==> config.mk <==
export PLATFORM = sky130hd
export DESIGN_NAME = axi_rd_burst_issuer
export DESIGN_NICKNAME = d
export VERILOG_FILES = /design/src/rtl/axi_rd_pkg.sv /design/src/rtl/rd_outstanding_cnt.sv /design/src/rtl/axi_rd_burst_issuer.sv
export SDC_FILE = /design/constraint.sdc
export NUM_CORES = 1
export LEC_CHECK = 0
export ABC_CLOCK_PERIOD_IN_PS = 2500
export CORE_MARGIN = 10
export CORE_UTILIZATION = 45
export CTS_CLUSTER_SIZE = 40
export DETAILED_ROUTE_END_ITERATION = 16
export GPL_TIMING_DRIVEN = 0
export PLACE_DENSITY = 0.77
export SYNTH_ARGS = -nofsm -noshare
export SYNTH_HDL_FRONTEND = slang
export SYNTH_SLANG_ARGS = --single-unit
==> constraint.sdc <==
create_clock -name clk -period 2.5 [get_ports clk]
set_input_delay 0.5 -clock clk [delete_from_list [all_inputs] [get_ports clk]]
set_output_delay 0.5 -clock clk [all_outputs]
set_load 0.005 [all_outputs]
==> src/rtl/axi_rd_pkg.sv <==
// axi_rd_pkg: shared FSM state type and sizing helpers for the AXI read burst issuer
package axi_rd_pkg;
    typedef enum logic [1:0] {IDLE, ISSUE, DRAIN, DONE} state_t;
    function automatic int bytes_per_beat(input int data_width);
        return data_width / 8;
    endfunction
    function automatic int burst_step(input int burst_len, input int data_width);
        return burst_len * bytes_per_beat(data_width);
    endfunction
    function automatic int cnt_width(input int max_outstanding);
        return $clog2(max_outstanding) + 1;
    endfunction
endpackage

==> src/rtl/rd_outstanding_cnt.sv <==
// rd_outstanding_cnt: up/down count of AR bursts awaiting their RLAST
//   clk, rst_n      : clock, async active-low reset
//   inc / dec       : AR handshake / RLAST handshake
//   count           : bursts in flight
//   is_full/is_zero : count at limit / count empty
module rd_outstanding_cnt
    import axi_rd_pkg::*;
#(
    parameter int C_MAX_OUTSTANDING = 16,
    localparam int W = cnt_width(C_MAX_OUTSTANDING)
) (
    input  logic         clk,
    input  logic         rst_n,
    input  logic         inc,
    input  logic         dec,
    output logic [W-1:0] count,
    output logic         is_full,
    output logic         is_zero
);
    assign is_full = count == W'(C_MAX_OUTSTANDING);
    assign is_zero = count == '0;

    // a stray RLAST on an empty counter saturates at zero rather than wrapping
    always_ff @(posedge clk or negedge rst_n) begin
        if (!rst_n)
            count <= '0;
        else if (inc && !dec)
            count <= count + W'(1);
        else if (dec && !inc && !is_zero)
            count <= count - W'(1);
    end

`ifndef SYNTHESIS
    a_no_underflow: assert property (@(posedge clk) disable iff (!rst_n) !(dec && !inc && is_zero))
        else $error("rd_outstanding_cnt: r_last_hs with no burst outstanding");
`endif
endmodule

==> src/rtl/axi_rd_burst_issuer.sv <==
// axi_rd_burst_issuer: splits a beat-count transfer into AXI4 read bursts and tracks their completion
//   clk, rst_n                            : clock, async active-low reset
//   ctrl_start/addr/xfer_beats            : transfer request (accepted only in IDLE)
//   ctrl_busy, ctrl_done                  : transfer in progress / one-cycle completion pulse
//   m_arvalid/arready/araddr/arlen        : AR channel (registered outputs)
//   r_last_hs                             : one pulse per RLAST handshake
module axi_rd_burst_issuer
    import axi_rd_pkg::*;
#(
    parameter int C_ADDR_WIDTH      = 64,
    parameter int C_DATA_WIDTH      = 512,
    parameter int C_XFER_WIDTH      = 32,
    parameter int C_BURST_LEN       = 64,
    parameter int C_MAX_OUTSTANDING = 16
) (
    input  logic                    clk,
    input  logic                    rst_n,
    input  logic                    ctrl_start,
    input  logic [C_ADDR_WIDTH-1:0] ctrl_addr,
    input  logic [C_XFER_WIDTH-1:0] ctrl_xfer_beats,
    output logic                    ctrl_busy,
    output logic                    ctrl_done,
    output logic                    m_arvalid,
    input  logic                    m_arready,
    output logic [C_ADDR_WIDTH-1:0] m_araddr,
    output logic [7:0]              m_arlen,
    input  logic                    r_last_hs
);
    localparam int LB = $clog2(C_BURST_LEN);
    localparam int BW = C_XFER_WIDTH - LB + 1;
    localparam int CW = cnt_width(C_MAX_OUTSTANDING);
    localparam logic [C_ADDR_WIDTH-1:0] STEP = C_ADDR_WIDTH'(burst_step(C_BURST_LEN, C_DATA_WIDTH));
    localparam logic [7:0] FULL_LEN = 8'(C_BURST_LEN - 1);

    state_t        state, state_next;
    logic [BW-1:0] bursts_left, start_bursts;
    logic [LB-1:0] last_len, start_last, last_m1, start_m1;
    logic [CW-1:0] count;
    logic          is_full, is_zero, hs, full_after, drain_empty, arvalid_next;

    assign hs           = m_arvalid & m_arready;
    assign start_last   = ctrl_xfer_beats[LB-1:0];
    assign start_bursts = BW'(ctrl_xfer_beats >> LB) + BW'(start_last != '0);
    // a zero remainder wraps to C_BURST_LEN-1, i.e. the final burst is a full one
    assign start_m1     = start_last - LB'(1);
    assign last_m1      = last_len - LB'(1);
    assign ctrl_busy    = state != IDLE;

    // fullness and emptiness as they will be after this edge, so throttle and drain react without a bubble
    assign full_after   = hs ? (r_last_hs ? is_full : count == CW'(C_MAX_OUTSTANDING - 1))
                             : (is_full & ~r_last_hs);
    assign drain_empty  = r_last_hs ? count == CW'(1) : is_zero;
    // a stalled request is held; otherwise raise valid only if a burst remains and there is room
    assign arvalid_next = (m_arvalid & ~m_arready) |
                          (state == ISSUE && (bursts_left - BW'(hs)) != '0 && !full_after);

    rd_outstanding_cnt #(.C_MAX_OUTSTANDING(C_MAX_OUTSTANDING)) u_cnt (
        .clk     (clk),
        .rst_n   (rst_n),
        .inc     (hs),
        .dec     (r_last_hs),
        .count   (count),
        .is_full (is_full),
        .is_zero (is_zero)
    );

    always_ff @(posedge clk or negedge rst_n) begin
        if (!rst_n)
            state <= IDLE;
        else
            state <= state_next;
    end

    always_comb begin
        state_next = state;
        case (state)
            IDLE:    if (ctrl_start) state_next = (ctrl_xfer_beats == '0) ? DONE : ISSUE;
            ISSUE:   if (hs && bursts_left == BW'(1)) state_next = DRAIN;
            DRAIN:   if (drain_empty) state_next = DONE;
            DONE:    state_next = IDLE;
            default: state_next = IDLE;
        endcase
    end

    // m_araddr/m_arlen change only at start or on a handshake, so they stay stable while stalled
    always_ff @(posedge clk or negedge rst_n) begin
        if (!rst_n) begin
            m_arvalid   <= 1'b0;
            m_araddr    <= '0;
            m_arlen     <= '0;
            bursts_left <= '0;
            last_len    <= '0;
            ctrl_done   <= 1'b0;
        end else begin
            m_arvalid <= arvalid_next;
            ctrl_done <= state == DONE;
            if (state == IDLE && ctrl_start) begin
                m_araddr    <= ctrl_addr;
                bursts_left <= start_bursts;
                last_len    <= start_last;
                m_arlen     <= (start_bursts == BW'(1)) ? 8'(start_m1) : FULL_LEN;
            end else if (hs) begin
                m_araddr    <= m_araddr + STEP;
                bursts_left <= bursts_left - BW'(1);
                m_arlen     <= (bursts_left == BW'(2)) ? 8'(last_m1) : FULL_LEN;
            end
        end
    end
endmodule
# Word-level counts from Yosys, hierarchy flattened
# Cells that the tools add are included.
dict set report word_totals {
  output_inout_bits 75
  wordCells 72
  inputBits 101
  register_bits 114
}
dict set report classes {
  addsub 8
  eq_ne 12
  muxes 18
  reduce_logical 20
  bitwise_logic 6
}
# op count
set op_table {}
lappend op_table {{$mux 64} 2}
lappend op_table {{$add 64x13->64 const B} 1}
lappend op_table {{$eq 27x1->1 const B} 2}
lappend op_table {{$mux 27} 2}
lappend op_table {{$logic_not 32->1} 1}
lappend op_table {{$add 26x1->27} 1}
lappend op_table {{$eq 27x2->1 const B} 1}
lappend op_table {{$reduce_bool 27->1} 1}
lappend op_table {{$sub 27x1->27} 1}
lappend op_table {{$sub 27x1->27 const B} 1}
lappend op_table {{$mux 8} 2}
lappend op_table {{$mux 6} 2}
lappend op_table {{$sub 6x1->6 const B} 2}
lappend op_table {{$mux 5} 2}
lappend op_table {{$mux 2} 4}
lappend op_table {{$pmux 2 s4} 1}
lappend op_table {{$logic_and 1x1->1} 7}
lappend op_table {{$reduce_bool 2->1} 3}
lappend op_table {{$reduce_bool 6->1} 1}
lappend op_table {{$add 5x1->5 const B} 1}
lappend op_table {{$eq 5x1->1 const B} 1}
lappend op_table {{$eq 5x4->1 const B} 1}
lappend op_table {{$eq 5x5->1 const B} 1}
lappend op_table {{$logic_not 5->1} 1}
lappend op_table {{12 further kinds} 22}

# Depth between registers and ports, before layout
# Gate-level depths: netlist of run 1.
dict set report depth {
  ltp_word 6
  ltp_mapped 13
}

# Modules after synthesis
# From an unflattened synthesis of run 1, not the netlist that was laid out.
dict set report unflattened {
  hier_cells 867
  hier_area_um2 7395.8
}
# mod n_inst area_per_inst_um2 cells_each
set modules_own_cells {}
lappend modules_own_cells {axi_rd_burst_issuer 1 6999.2 829}
lappend modules_own_cells {rd_outstanding_cnt 1 396.6 38}

# Worst setup path after synthesis of run 1
# No wires, ideal clock.
dict set report synth_path {
  path_kind {input-to-reg}
  startpoint {in ctrl_xfer_beats[0]}
  endpoint {reg m_arlen[0]}
  setup_slack_ns -0.686
  arrival_time_ns 3.053
  cell_stages 11
  required_ns 2.366
  path_cell_list {inv_1 > ha_1 > nand2_1 > or3_1 > ha_1 > ha_1 > or4b_2 > nor4_1 > o2111ai_1 > nor4_4 > a21oi_1}
}
dict set report synth_between {
  elab_chain_len 5
  elab_cells_between_ends 6
  cone_classes {add/sub: 2; eq/ne: 1; mux: 2; reduce/logical: 1}
}
# element line
set synth_rtl {}
lappend synth_rtl {{start: declaration} axi_rd_burst_issuer.sv:20} ;# input logic [C_XFER_WIDTH-1:0] ctrl_xfer_beats,
lappend synth_rtl {{$reduce_bool 6->1} axi_rd_burst_issuer.sv:43} ;# assign start_bursts = BW'(ctrl_xfer_beats >> LB) + BW'(start_last != '0);
lappend synth_rtl {{$add 26x1->27} axi_rd_burst_issuer.sv:43}
lappend synth_rtl {{$eq 27x1->1} axi_rd_burst_issuer.sv:101} ;# m_arlen <= (start_bursts == BW'(1)) ? 8'(start_m1) : FULL_LEN;
lappend synth_rtl {{$mux 6 *} axi_rd_burst_issuer.sv:101}
lappend synth_rtl {{$mux 8 *} axi_rd_burst_issuer.sv:97} ;# if (state == IDLE && ctrl_start) begin
lappend synth_rtl {{end signal: assignment} axi_rd_burst_issuer.sv:101}
lappend synth_rtl {{end signal: assignment} axi_rd_burst_issuer.sv:105} ;# m_arlen <= (bursts_left == BW'(2)) ? 8'(last_m1) : FULL_LEN;
lappend synth_rtl {{end: declaration} axi_rd_burst_issuer.sv:26} ;# output logic [7:0] m_arlen,
# Every way passes the cells marked *; elsewhere a longest branch is shown, timed or not.
# A chain may end at the register's enable or synchronous reset.

# Final worst setup path of run 1
dict set report layout_path {
  startpoint {in ctrl_xfer_beats[0]}
  endpoint {reg m_arlen[4]}
}
# The elaborated chain is that of the path after synthesis.

==> results.json, run 1 <==
{
  "status": "finished, violations left",
  "violations": "setup timing",
  "cp_slowest_cell": "or3_4",
  "synth_top_area_share_pct": 40.0,
  "overflow": 0,
  "worstPathCellList": "buf_12, inv_6, ha_4, nand2_2, or3_4, ha_4, ha_4, nand4_1, buf_6, buf_12, nor4_4, or3_1, nand2_1, a21oi_2, nor4_4, buf_6, a21oi_2",
  "hold_violations": 0,
  "grt_first_pass_wirelength_mm": 34.4,
  "yosys.area_share.simple_pct": 27.0,
  "path_clk_slew_ns": 0.07,
  "drv_slew": 0,
  "arrival_ns": 3.05,
  "drc": 0,
  "cellLeakagePower_nw": 3.96,
  "port-buffer-count": 161,
  "via_count": 6783,
  "path_class": "primary input to register",
  "yosysTopAreaCell": "dfrtp_1",
  "fmax_ghz": 0.355,
  "grt_pass1_vias": 6698,
  "netlist_instances": 841,
  "fin_total_pwr_mw": 9.31,
  "finalSetupViolCount": 8,
  "synth_compound_area_share_pct": 10.2,
  "cp_max_fo": 6,
  "cts.sinks": 112,
  "synth_seq_cells": 112,
  "die_h_um": 145,
  "clockBufferDepth": 2,
  "core_um2": 15300,
  "detailed_place_hpwl_mm": 16.3,
  "cp-end-kind": "register",
  "power_density_nw_per_um2": 942,
  "gp_congestion": 0.973,
  "layout_setup_ws_ns": -0.321,
  "placed_cells": 1215,
  "max_slew_margin_pct": 58.5,
  "period_needed_ns": 2.82,
  "synthTopCellsByArea": "dfrtp_1, nand2_1, xor2_1",
  "n_antenna_cell": 0,
  "numCtsBuffers": 9,
  "grt_max_degree": 66,
  "worst_pin_slew_ns": 0.622,
  "slowest_delay_ns": 0.43,
  "grt_usage_pct": 20.5,
  "drt-pass1-iter-count": 5,
  "dieArea_um2": 21000,
  "synth_top_family_by_area": "simple AND/OR/NAND/NOR gates",
  "cts_tree": "done",
  "die_x_um": 145,
  "wire_per_inst_um": 17.5,
  "wl_mm": 22.0,
  "stdcell_count": 1256,
  "syn_area_per_cell_um2": 8.34,
  "yosysUniqueCellTypes": 53,
  "final.setup.tns_ns": -1.92,
  "finalClockSkew_ns": 0.00770,
  "fin_util_pct": 64.8,
  "synth-adder-area-share_pct": 3.39,
  "ir_drop_uv": 450,
  "synth.area.mux_share_pct": 1.18,
  "grt_antenna_before_repair": 0,
  "ant_nets": 0,
  "yosysSeqAreaShare_pct": 40.0,
  "worstHoldPathType": "primary input to async pin",
  "synthToLayoutAreaGrowth_pct": 40.9,
  "maxCapViolCount": 0,
  "synth_xor_xnor_area_share_pct": 14.4,
  "drtIter0Drc": 400,
  "synthesis.area_um2": 7010,
  "clock-root-buffer": "clkbuf_16",
  "drive_gt1_share_pct": 11.5,
  "vias_per_cell": 5.40,
  "start_util_pct": 46.0,
  "worst-endpoint-required_ns": 2.73,
  "yosysWarnings": 0,
  "cts_hold_buf": 0,
  "nets": 1161,
  "cp-start-kind": "primary input",
  "insertion_delay_ns": 0.35,
  "period_share_pct": 113,
  "cts_max_level": 3,
  "row_count": 45,
  "ios": 176,
  "rsz0062_at_grt": "true",
  "path_common_cell": "ha_4"
}
[critical path: cells and delay by family]
family / cells / cell delay (ns)
and+or+nand+nor: 7 / 1.34
AOI/OAI and AO/OA: 2 / 0.13
adders and majority gates: 3 / 0.49
buffers and inverters: 5 / 0.59
[routing by layer]
layer | vias up | part of all wire [%] | track usage, %
met5 | - | 0 | 0
met4 | 0 | 2.3 | 6.44
li1 | 3312 | - | -
met1 | 3223 | 41 | 25.2
met3 | 34 | 8.0 | 4.30
met2 | 214 | 48 | 35.0
[state kept, by name (all words and copies together) (netlist names)]
register,cells
bursts_left,27
ctrl_done,1
last_len,6
m_araddr,64
m_arlen,6
m_arvalid,1
state,2
u_cnt.count,5
[final timing paths]
check                                          end  depth (start not counted)                   startpoint  slack (ns)
setup / recovery            m_arlen[4]$_DFFE_PN0N_                         17           ctrl_xfer_beats[0]       -0.32
hold / removal             m_araddr[7]$_DFFE_PN0P_                          1                        rst_n        0.08
setup reg to reg            m_arlen[4]$_DFFE_PN0N_                          7  bursts_left[18]$_DFFE_PN0N_       -0.03
hold reg to reg            m_araddr[5]$_DFFE_PN0P_                          2      m_araddr[5]$_DFFE_PN0P_        0.48
max in group asynchronous      m_arvalid$_DFF_PN0_                          2                        rst_n        1.73
min in group clk           last_len[3]$_DFFE_PN0P_                          3           ctrl_xfer_beats[3]        0.40
[layout by cell type (no fill, tap or decap), types with 7 or more instances in the layout]
cell and count:
and3_1 25, clkbuf_16 9, inv_1 19, clkbuf_1 27, o21ai_0 63, xnor2_1 44
ha_1 16, buf_2 7, nand3_1 38, clkdlybuf4s50_1 152, nor4_4 10, nor3_1 27
nand4_1 24, nand2_1 161, and4_1 8, buf_4 27, a31oi_1 10, nor4_1 8
a21oi_2 7, xor2_1 69, dfrtp_1 110, a21oi_1 24, nor2_1 55
[synthesized netlist by cell type, drive strengths merged]
| cell | count |
|---|---|
| nand2b | 1 |
| conb | 1 |
| nor4 | 21 |
| nor2b | 1 |
| mux2 | 2 |
| a22oi | 1 |
| clkbuf | 30 |
| a31oi | 10 |
| o22ai | 6 |
| o211ai | 1 |
| dfrtp | 112 |
| a41oi | 1 |
| ha | 19 |
| mux2i | 6 |
| nor2 | 58 |
| and4 | 8 |
| o21ai | 65 |
| inv | 22 |
| a222oi | 1 |
| o221ai | 1 |
| nor3 | 31 |
| or4 | 4 |
| nand4 | 24 |
| a21oi | 31 |
| buf | 14 |
| or3 | 8 |
| or4b | 1 |
| a221oi | 1 |
| a21boi | 1 |
| o2111ai | 2 |
| a211oi | 2 |
| and3 | 26 |
| xor2 | 69 |
| and2 | 3 |
| o211a | 1 |
| o41ai | 1 |
| o31ai | 1 |
| nor4b | 2 |
| a22o | 1 |
| xnor2 | 46 |
| nand2 | 163 |
| a2111oi | 1 |
| nand3 | 40 |
| nor4bb | 1 |
[report_power, final]
part	internal [mW]	leakage (nW)	switching, mW
Clock	0.984	0.168	0.661
Combinational	2.12	2.45	1.95
Sequential	2.63	1.34	0.965
Total	5.73	3.96	3.58
[per-stage QoR]
stage	cell area, um2	setup WS, ns	hold slack, ns
after global routing	9880	-0.416	0.113
final	9880	-0.321	0.0842
after floorplan	7080	-0.404	0.204
after CTS	9690	-0.367	0.0982
after detailed placement	8980	-1.92	0.461
after global placement	8950	-3.59	0.458
[area by class of cell]
cell class              instances  area [um2]
inverters                      22         100
clock inverters                 2        60.1
multi-input cells             664        4300
fillers                      1233        5380
repair buffers                190        1880
clock buffers                  13         280
well taps                     211         264
flip-flops and latches        112        2810
plain buffers                  42         185
[logic make-up (layout without fill, tap and decap cells)]
family / count (synthesis) / count (layout)
AND/OR/NAND/NOR: 392 / 392
AO/OA/AOI/OAI: 128 / 128
XOR/XNOR: 115 / 115
flip-flops: 112 / 112
buffers and inverters: 66 / 269
adder cells (fa/ha/maj): 19 / 19
multiplexers: 8 / 8
other: 1 / 2
[timing repair]
item | 4_1_cts | 5_1_grt
pin swaps | 20 | 11
endpoints found under the setup margin | 74 | 50
resized for setup | 69 | 32
buffers inserted | 20 | 8
endpoints found under the hold margin | 0 | 0
gates cloned | 0 | 0
Power figures use the tool's default switching activity.
==> run 2, diff against run 1 <==
--- a/config.mk
+++ b/config.mk
@@ -11,6 +11,7 @@
 export CTS_CLUSTER_SIZE = 40
 export DETAILED_ROUTE_END_ITERATION = 16
 export GPL_TIMING_DRIVEN = 0
+export MAX_ROUTING_LAYER = met4
 export PLACE_DENSITY = 0.77
 export SYNTH_ARGS = -nofsm -noshare
 export SYNTH_HDL_FRONTEND = slang
==> results.json, run 2 (synthesized netlist as in run 1, its figures left out) <==
{
  "place_area_um2": 8980,
  "wl_mm": 21.9,
  "worst-endpoint-required_ns": 2.74,
  "status": "finished, violations left",
  "largest_register": "m_araddr",
  "via_count": 6781,
  "rsz0062_at_grt": "true",
  "detailed_place_hpwl_mm": 16.3,
  "finalClockSkew_ns": 0.0108,
  "n_antenna_cell": 0,
  "dp_slack_ns": -1.95,
  "largest_reg_flops": 64,
  "fin_util_pct": 64.2,
  "hold_violations": 0,
  "grt_first_pass_wirelength_mm": 35.0,
  "numCtsBuffers": 9,
  "crit_start": "ctrl_xfer_beats[0]",
  "violations": "setup timing",
  "max_slew_margin_pct": 55.5,
  "dieArea_um2": 21000,
  "core_um2": 15300,
  "cp-start-kind": "primary input",
  "period_needed_ns": 2.94,
  "cellLeakagePower_nw": 3.93,
  "grt_max_degree": 63,
  "stdcell_count": 1256,
  "drc": 0,
  "reg_top3": "m_araddr: 64 flops, bursts_left: 27 flops",
  "nets": 1160,
  "gp_congestion": 0.991,
  "cp_max_fo": 6,
  "r2r_slack_ns": 0,
  "finalInstanceArea_um2": 9800,
  "ant_nets": 0,
  "drtIter0Drc": 389,
  "mostFrequentLayoutCell": "nand2_1",
  "fmax_ghz": 0.340,
  "drv_slew": 0,
  "vias_per_cell": 5.40,
  "worstRegToRegCells": 8,
  "worstHoldPathType": "primary input to async pin",
  "grt_usage_pct": 21.1,
  "worst_setup_path_endpoint": "m_arlen[3]$_DFFE_PN0N_",
  "wire_per_inst_um": 17.4,
  "drive_gt1_share_pct": 11.7,
  "ios": 176,
  "port-buffer-count": 161,
  "row_count": 45,
  "finalSetupViolCount": 9,
  "fillers": 1269,
  "synthToLayoutAreaGrowth_pct": 39.7,
  "overflow": 0,
  "period_share_pct": 118,
  "maxCapViolCount": 0,
  "grt_antenna_before_repair": 0,
  "path_class": "primary input to register",
  "cp-end-kind": "register",
  "insertion_delay_ns": 0.35,
  "layout_common_cells": "nand2_1, clkdlybuf4s50_1, dfrtp_1",
  "power_density_nw_per_um2": 932,
  "clock-root-buffer": "clkbuf_16",
  "clockBufferDepth": 2,
  "die_x_um": 145,
  "timing.rr.start": "bursts_left[18]$_DFFE_PN0N_",
  "cts_tree": "done",
  "cts.sinks": 112,
  "drt-pass1-iter-count": 7,
  "placed_cells": 1215,
  "layout_setup_ws_ns": -0.438,
  "start_util_pct": 46.0,
  "ir_drop_uv": 416,
  "worst_pin_slew_ns": 0.668,
  "cts_max_level": 3,
  "die_h_um": 145,
  "grt_pass1_vias": 6802,
  "arrival_ns": 3.17,
  "reg2reg_to": "state[1]$_DFFE_PN0P_",
  "path_clk_slew_ns": 0.08
}
[run 2: cell types whose count changed in the layout (fill, tap and decap cells not counted), sizes merged]
cell	before	now
clkbuf	45	40
buf	44	46
clkinv	0	2
clkinvlp	0	2
bufinv	2	1
clkdlybuf4s15	1	0
dlygate4sd2	3	4
[run 2: worst min-delay path by stage]
stage / slack, ns / cells past startpoint / start / to
finish: 0.09 / 1 / rst_n / m_araddr[7]$_DFFE_PN0P_
global route: 0.12 / 1 / rst_n / m_araddr[7]$_DFFE_PN0P_
floorplan: 0.20 / 0 / rst_n / bursts_left[0]$_DFFE_PN0N_
CTS: 0.11 / 1 / rst_n / m_araddr[7]$_DFFE_PN0P_
global placement: 0.46 / 2 / m_araddr[5]$_DFFE_PN0P_ / m_araddr[5]$_DFFE_PN0P_
detailed placement: 0.47 / 2 / m_araddr[9]$_DFFE_PN0P_ / m_araddr[9]$_DFFE_PN0P_
[run 2: stage by stage]
stage               power [mW]  hold WS [ns]  TNS (ns)
finish                    9.14        0.0892     -2.86
global route              9.83         0.120     -3.98
CTS                       9.05         0.110     -2.91
detailed placement        7.42         0.468    -60.57
global placement          7.30         0.458   -452.40
floorplan                 5.41         0.204     -2.43
[run 2: layout make-up]
cell class / count / area, um2 / share of cell area (%)
clock inverter: 5 / 55.1 / 0.562
timing repair buffer: 191 / 1870 / 19.0
sequential: 112 / 2800 / 28.6
buffer: 40 / 178 / 1.81
multi-input combinational: 664 / 4280 / 43.7
clock buffer: 11 / 253 / 2.58
inverter: 22 / 100 / 1.02
tap: 211 / 264 / 2.69
[run 2: power breakdown]
part	internal, mW	switching (mW)
combinational	2.11	1.94
sequential	2.63	0.964
clock	0.830	0.669
total	5.57	3.57
[run 2: what timing repair did]
item                       4_1_cts  5_1_grt
setup endpoints to repair       74       57
hold buffers                     0        0
gates resized for setup         69       27
setup buffers                   22        7
pin swaps                       17       13
[run 2: metal layers]
metal / wire [um] / part of all wire [%] / vias up / GRT usage [%]
li1: - / - / 3311 / -
met1: 9400 / 43 / 3208 / 26.1
met2: 10500 / 48 / 229 / 34.6
met3: 1460 / 6.7 / 33 / 3.85
met4: 481 / 2.2 / 0 / 6.54
met5: 0 / 0 / - / -
[run 2: worst max-delay path: stages]
cell     delay [ns]
buf_8          0.10
inv_6          0.05
ha_4           0.13
nand2_2        0.06
or3_4          0.41
ha_4           0.19
ha_4           0.16
nand4_1        0.18
buf_4          0.17
nor4_4         0.05
buf_4          0.17
or3_1          0.30
nand2_1        0.08
a21oi_2        0.07
nor4_4         0.30
buf_6          0.18
a21oi_2        0.06
==> run 3, diff against run 2 <==
--- a/config.mk
+++ b/config.mk
@@ -7,12 +7,13 @@
 export LEC_CHECK = 0
 export ABC_CLOCK_PERIOD_IN_PS = 2500
 export CORE_MARGIN = 10
-export CORE_UTILIZATION = 45
+export CORE_UTILIZATION = 46
 export CTS_CLUSTER_SIZE = 40
 export DETAILED_ROUTE_END_ITERATION = 16
 export GPL_TIMING_DRIVEN = 0
 export MAX_ROUTING_LAYER = met4
-export PLACE_DENSITY = 0.77
+export PLACE_DENSITY = 0.78
 export SYNTH_ARGS = -nofsm -noshare
 export SYNTH_HDL_FRONTEND = slang
+export SYNTH_HIERARCHICAL = 1
 export SYNTH_SLANG_ARGS = --single-unit
==> results.json, run 3 <==
{
  "status": "finished, violations left",
  "violations": "setup timing",
  "cts_hold_buf": 0,
  "cp_max_fo": 5,
  "synth_ff_type": "dfrtp_1",
  "cts.sinks": 112,
  "combPwrFrac_pct": 45.0,
  "grt_usage_pct": 21.6,
  "synth-edff-count": 0,
  "yosysWarnings": 6,
  "dp_slack_ns": -1.46,
  "ir_drop_uv": 506,
  "drt-pass1-iter-count": 5,
  "slowest_delay_ns": 0.36,
  "port-buffer-count": 163,
  "synthesis.area_um2": 7400,
  "synth_top_area_share_pct": 37.9,
  "die_h_um": 147,
  "layout_common_cells": "nand2_1, clkdlybuf4s50_1, dfrtp_1",
  "grt_first_pass_wirelength_mm": 37.6,
  "drv_slew": 0,
  "fmax_ghz": 0.397,
  "n_antenna_cell": 0,
  "nets": 1186,
  "path_common_cell": "ha_4",
  "gp_congestion": 0.928,
  "yosysUniqueCellTypes": 74,
  "placed_cells": 1248,
  "max_slew_margin_pct": 53.5,
  "hold_violations": 0,
  "synthToLayoutAreaGrowth_pct": 37.4,
  "clkPwrFrac_pct": 16.4,
  "core_um2": 15800,
  "grt_antenna_before_repair": 0,
  "overflow": 0,
  "via_count": 7217,
  "power_density_nw_per_um2": 931,
  "reg_top3": "m_araddr: 64 flops, bursts_left: 27 flops",
  "cp-start-kind": "primary input",
  "drive_gt1_share_pct": 13.1,
  "yosysMostFrequentCell": "nand2_1",
  "numCtsBuffers": 9,
  "insertion_delay_ns": 0.36,
  "fin_total_pwr_mw": 9.46,
  "period_share_pct": 101,
  "cts_tree": "done",
  "ys_top_cells_by_count": "nand2_1, dfrtp_1, o21ai_0",
  "drtIter0Drc": 423,
  "fillers": 1287,
  "cts_max_level": 3,
  "detailed_place_hpwl_mm": 17.7,
  "ios": 176,
  "cp_slowest_cell": "or3_4",
  "power.internal_mw": 5.64,
  "yosysTopAreaCell": "dfrtp_1",
  "finalClockSkew_ns": 0.0100,
  "largest_reg_flops": 64,
  "finalSetupViolCount": 2,
  "stdcell_count": 1288,
  "clockBufferDepth": 2,
  "mostFrequentLayoutCell": "nand2_1",
  "seqPwrFrac_pct": 38.6,
  "maxCapViolCount": 0,
  "row_count": 46,
  "rsz0062_at_grt": "true",
  "worst-endpoint-required_ns": 2.74,
  "worstHoldPathType": "primary input to async pin",
  "worst_pin_slew_ns": 0.691,
  "cellLeakagePower_nw": 4.00,
  "wl_mm": 23.8,
  "place_area_um2": 9400,
  "layout_setup_ws_ns": -0.0174,
  "synth_seq_cells": 112,
  "yosysSeqAreaShare_pct": 37.9,
  "largest_register": "m_araddr",
  "ant_nets": 0,
  "worstPathCellList": "buf_12, inv_12, ha_4, nand2_2, or3_4, ha_4, and3_4, and2_4, a2111oi_4, o211ai_1, buf_4, nor4_2, a21oi_1",
  "syn_area_per_cell_um2": 8.53,
  "start_util_pct": 46.7,
  "grt_max_degree": 62,
  "clock-root-buffer": "clkbuf_16",
  "synthTopCellsByArea": "dfrtp_1, nand2_1, xor2_1",
  "drc": 0,
  "vias_per_cell": 5.60,
  "path_clk_slew_ns": 0.08,
  "cp-end-kind": "register",
  "dieArea_um2": 21600,
  "switchingPower_mw": 3.82,
  "async_reset_ff_share_pct": 100,
  "grt_pass1_vias": 7074,
  "path_class": "primary input to register",
  "die_x_um": 147,
  "period_needed_ns": 2.52,
  "timing.hold.ws_ns": 0.0742,
  "finalInstanceArea_um2": 10200,
  "p_sw_share_pct": 40.4,
  "wire_per_inst_um": 18.5,
  "arrival_ns": 2.76,
  "netlist_instances": 867
}
## run 3: path summary, 6_finish.rpt
kind	cells past startpoint	slack (ns)	startpoint	end
setup reg to reg	9	0.06	m_arvalid$_DFF_PN0_	u_cnt/count[3]$_DFFE_PN0P_
max in group asynchronous	2	1.74	rst_n	bursts_left[22]$_DFFE_PN0N_
hold / removal	1	0.07	rst_n	m_araddr[39]$_DFFE_PN0N_
min in group clk	3	0.38	ctrl_xfer_beats[1]	last_len[1]$_DFFE_PN0P_
setup / recovery	13	-0.02	ctrl_xfer_beats[1]	m_arlen[3]$_DFFE_PN0N_
hold reg to reg	2	0.48	m_araddr[8]$_DFFE_PN0P_	m_araddr[8]$_DFFE_PN0P_
## run 3: cells by family after synthesis
| family | Yosys count | share of synthesized area, % |
|---|---|---|
| AO/OA/AOI/OAI | 152 | 12.8 |
| XOR/XNOR | 107 | 12.7 |
| adder cells (fa/ha/maj) | 18 | 3.15 |
| buffers and inverters | 68 | 4.11 |
| flip-flops | 112 | 37.9 |
| multiplexers | 5 | 0.727 |
| other | 1 | 0.0507 |
| AND/OR/NAND/NOR | 404 | 28.6 |
## run 3: critical path: cells and delay by family
family                   cells  cell delay, ns
AO/OA/AOI/OAI                3            0.65
adder cells (fa/ha/maj)      2            0.31
AND/OR/NAND/NOR              5            0.90
buffers and inverters        3            0.37
## run 3: area by class of cell
cell class,instances,area [um2],share of cell area [%]
well taps,216,270,2.66
flip-flops and latches,112,2800,27.6
plain buffers,43,218,2.14
inverters,22,108,1.06
repair buffers,191,1880,18.5
clock buffers,9,225,2.22
clock inverters,7,87.6,0.862
multi-input cells,688,4570,45.0
## run 3: per-stage QoR
| stage | setup TNS [ns] | util (%) |
|---|---|---|
| 6_report | -0.0251 | 64.2 |
| 3_5_place_dp | -49.56 | 59.4 |
| 4_1_cts | -0.166 | 63.0 |
| 5_1_grt | -0.305 | 64.2 |
| 2_1_floorplan | -1.19 | - |
| 3_3_place_gp | -429.81 | 59.2 |
## run 3: routing by layer
layer / global-route usage [%] / wire length [um] / part of all wire (%)
met1: 28.0 / 10700 / 45
met2: 34.5 / 11500 / 48
met3: 3.47 / 1220 / 5.1
met4: 5.96 / 389 / 1.6
met5: - / 0 / 0
## run 3: power groups by stage
stage                     registers [mW]  logic (mW)  clock network [mW]
after floorplan                     3.48        2.18                   0
after global placement              3.59        4.01                   0
after detailed placement            3.63        4.11                   0
after CTS                           3.61        4.22                1.55
after global routing                3.78        4.70                1.62
final                               3.65        4.26                1.55
## run 3: repair_timing
action,CTS,global route
buffers inserted,18,9
setup endpoints to repair,67,20
resized for setup,64,31
pin swaps,19,19
cloned,0,0
hold endpoints to repair,0,0
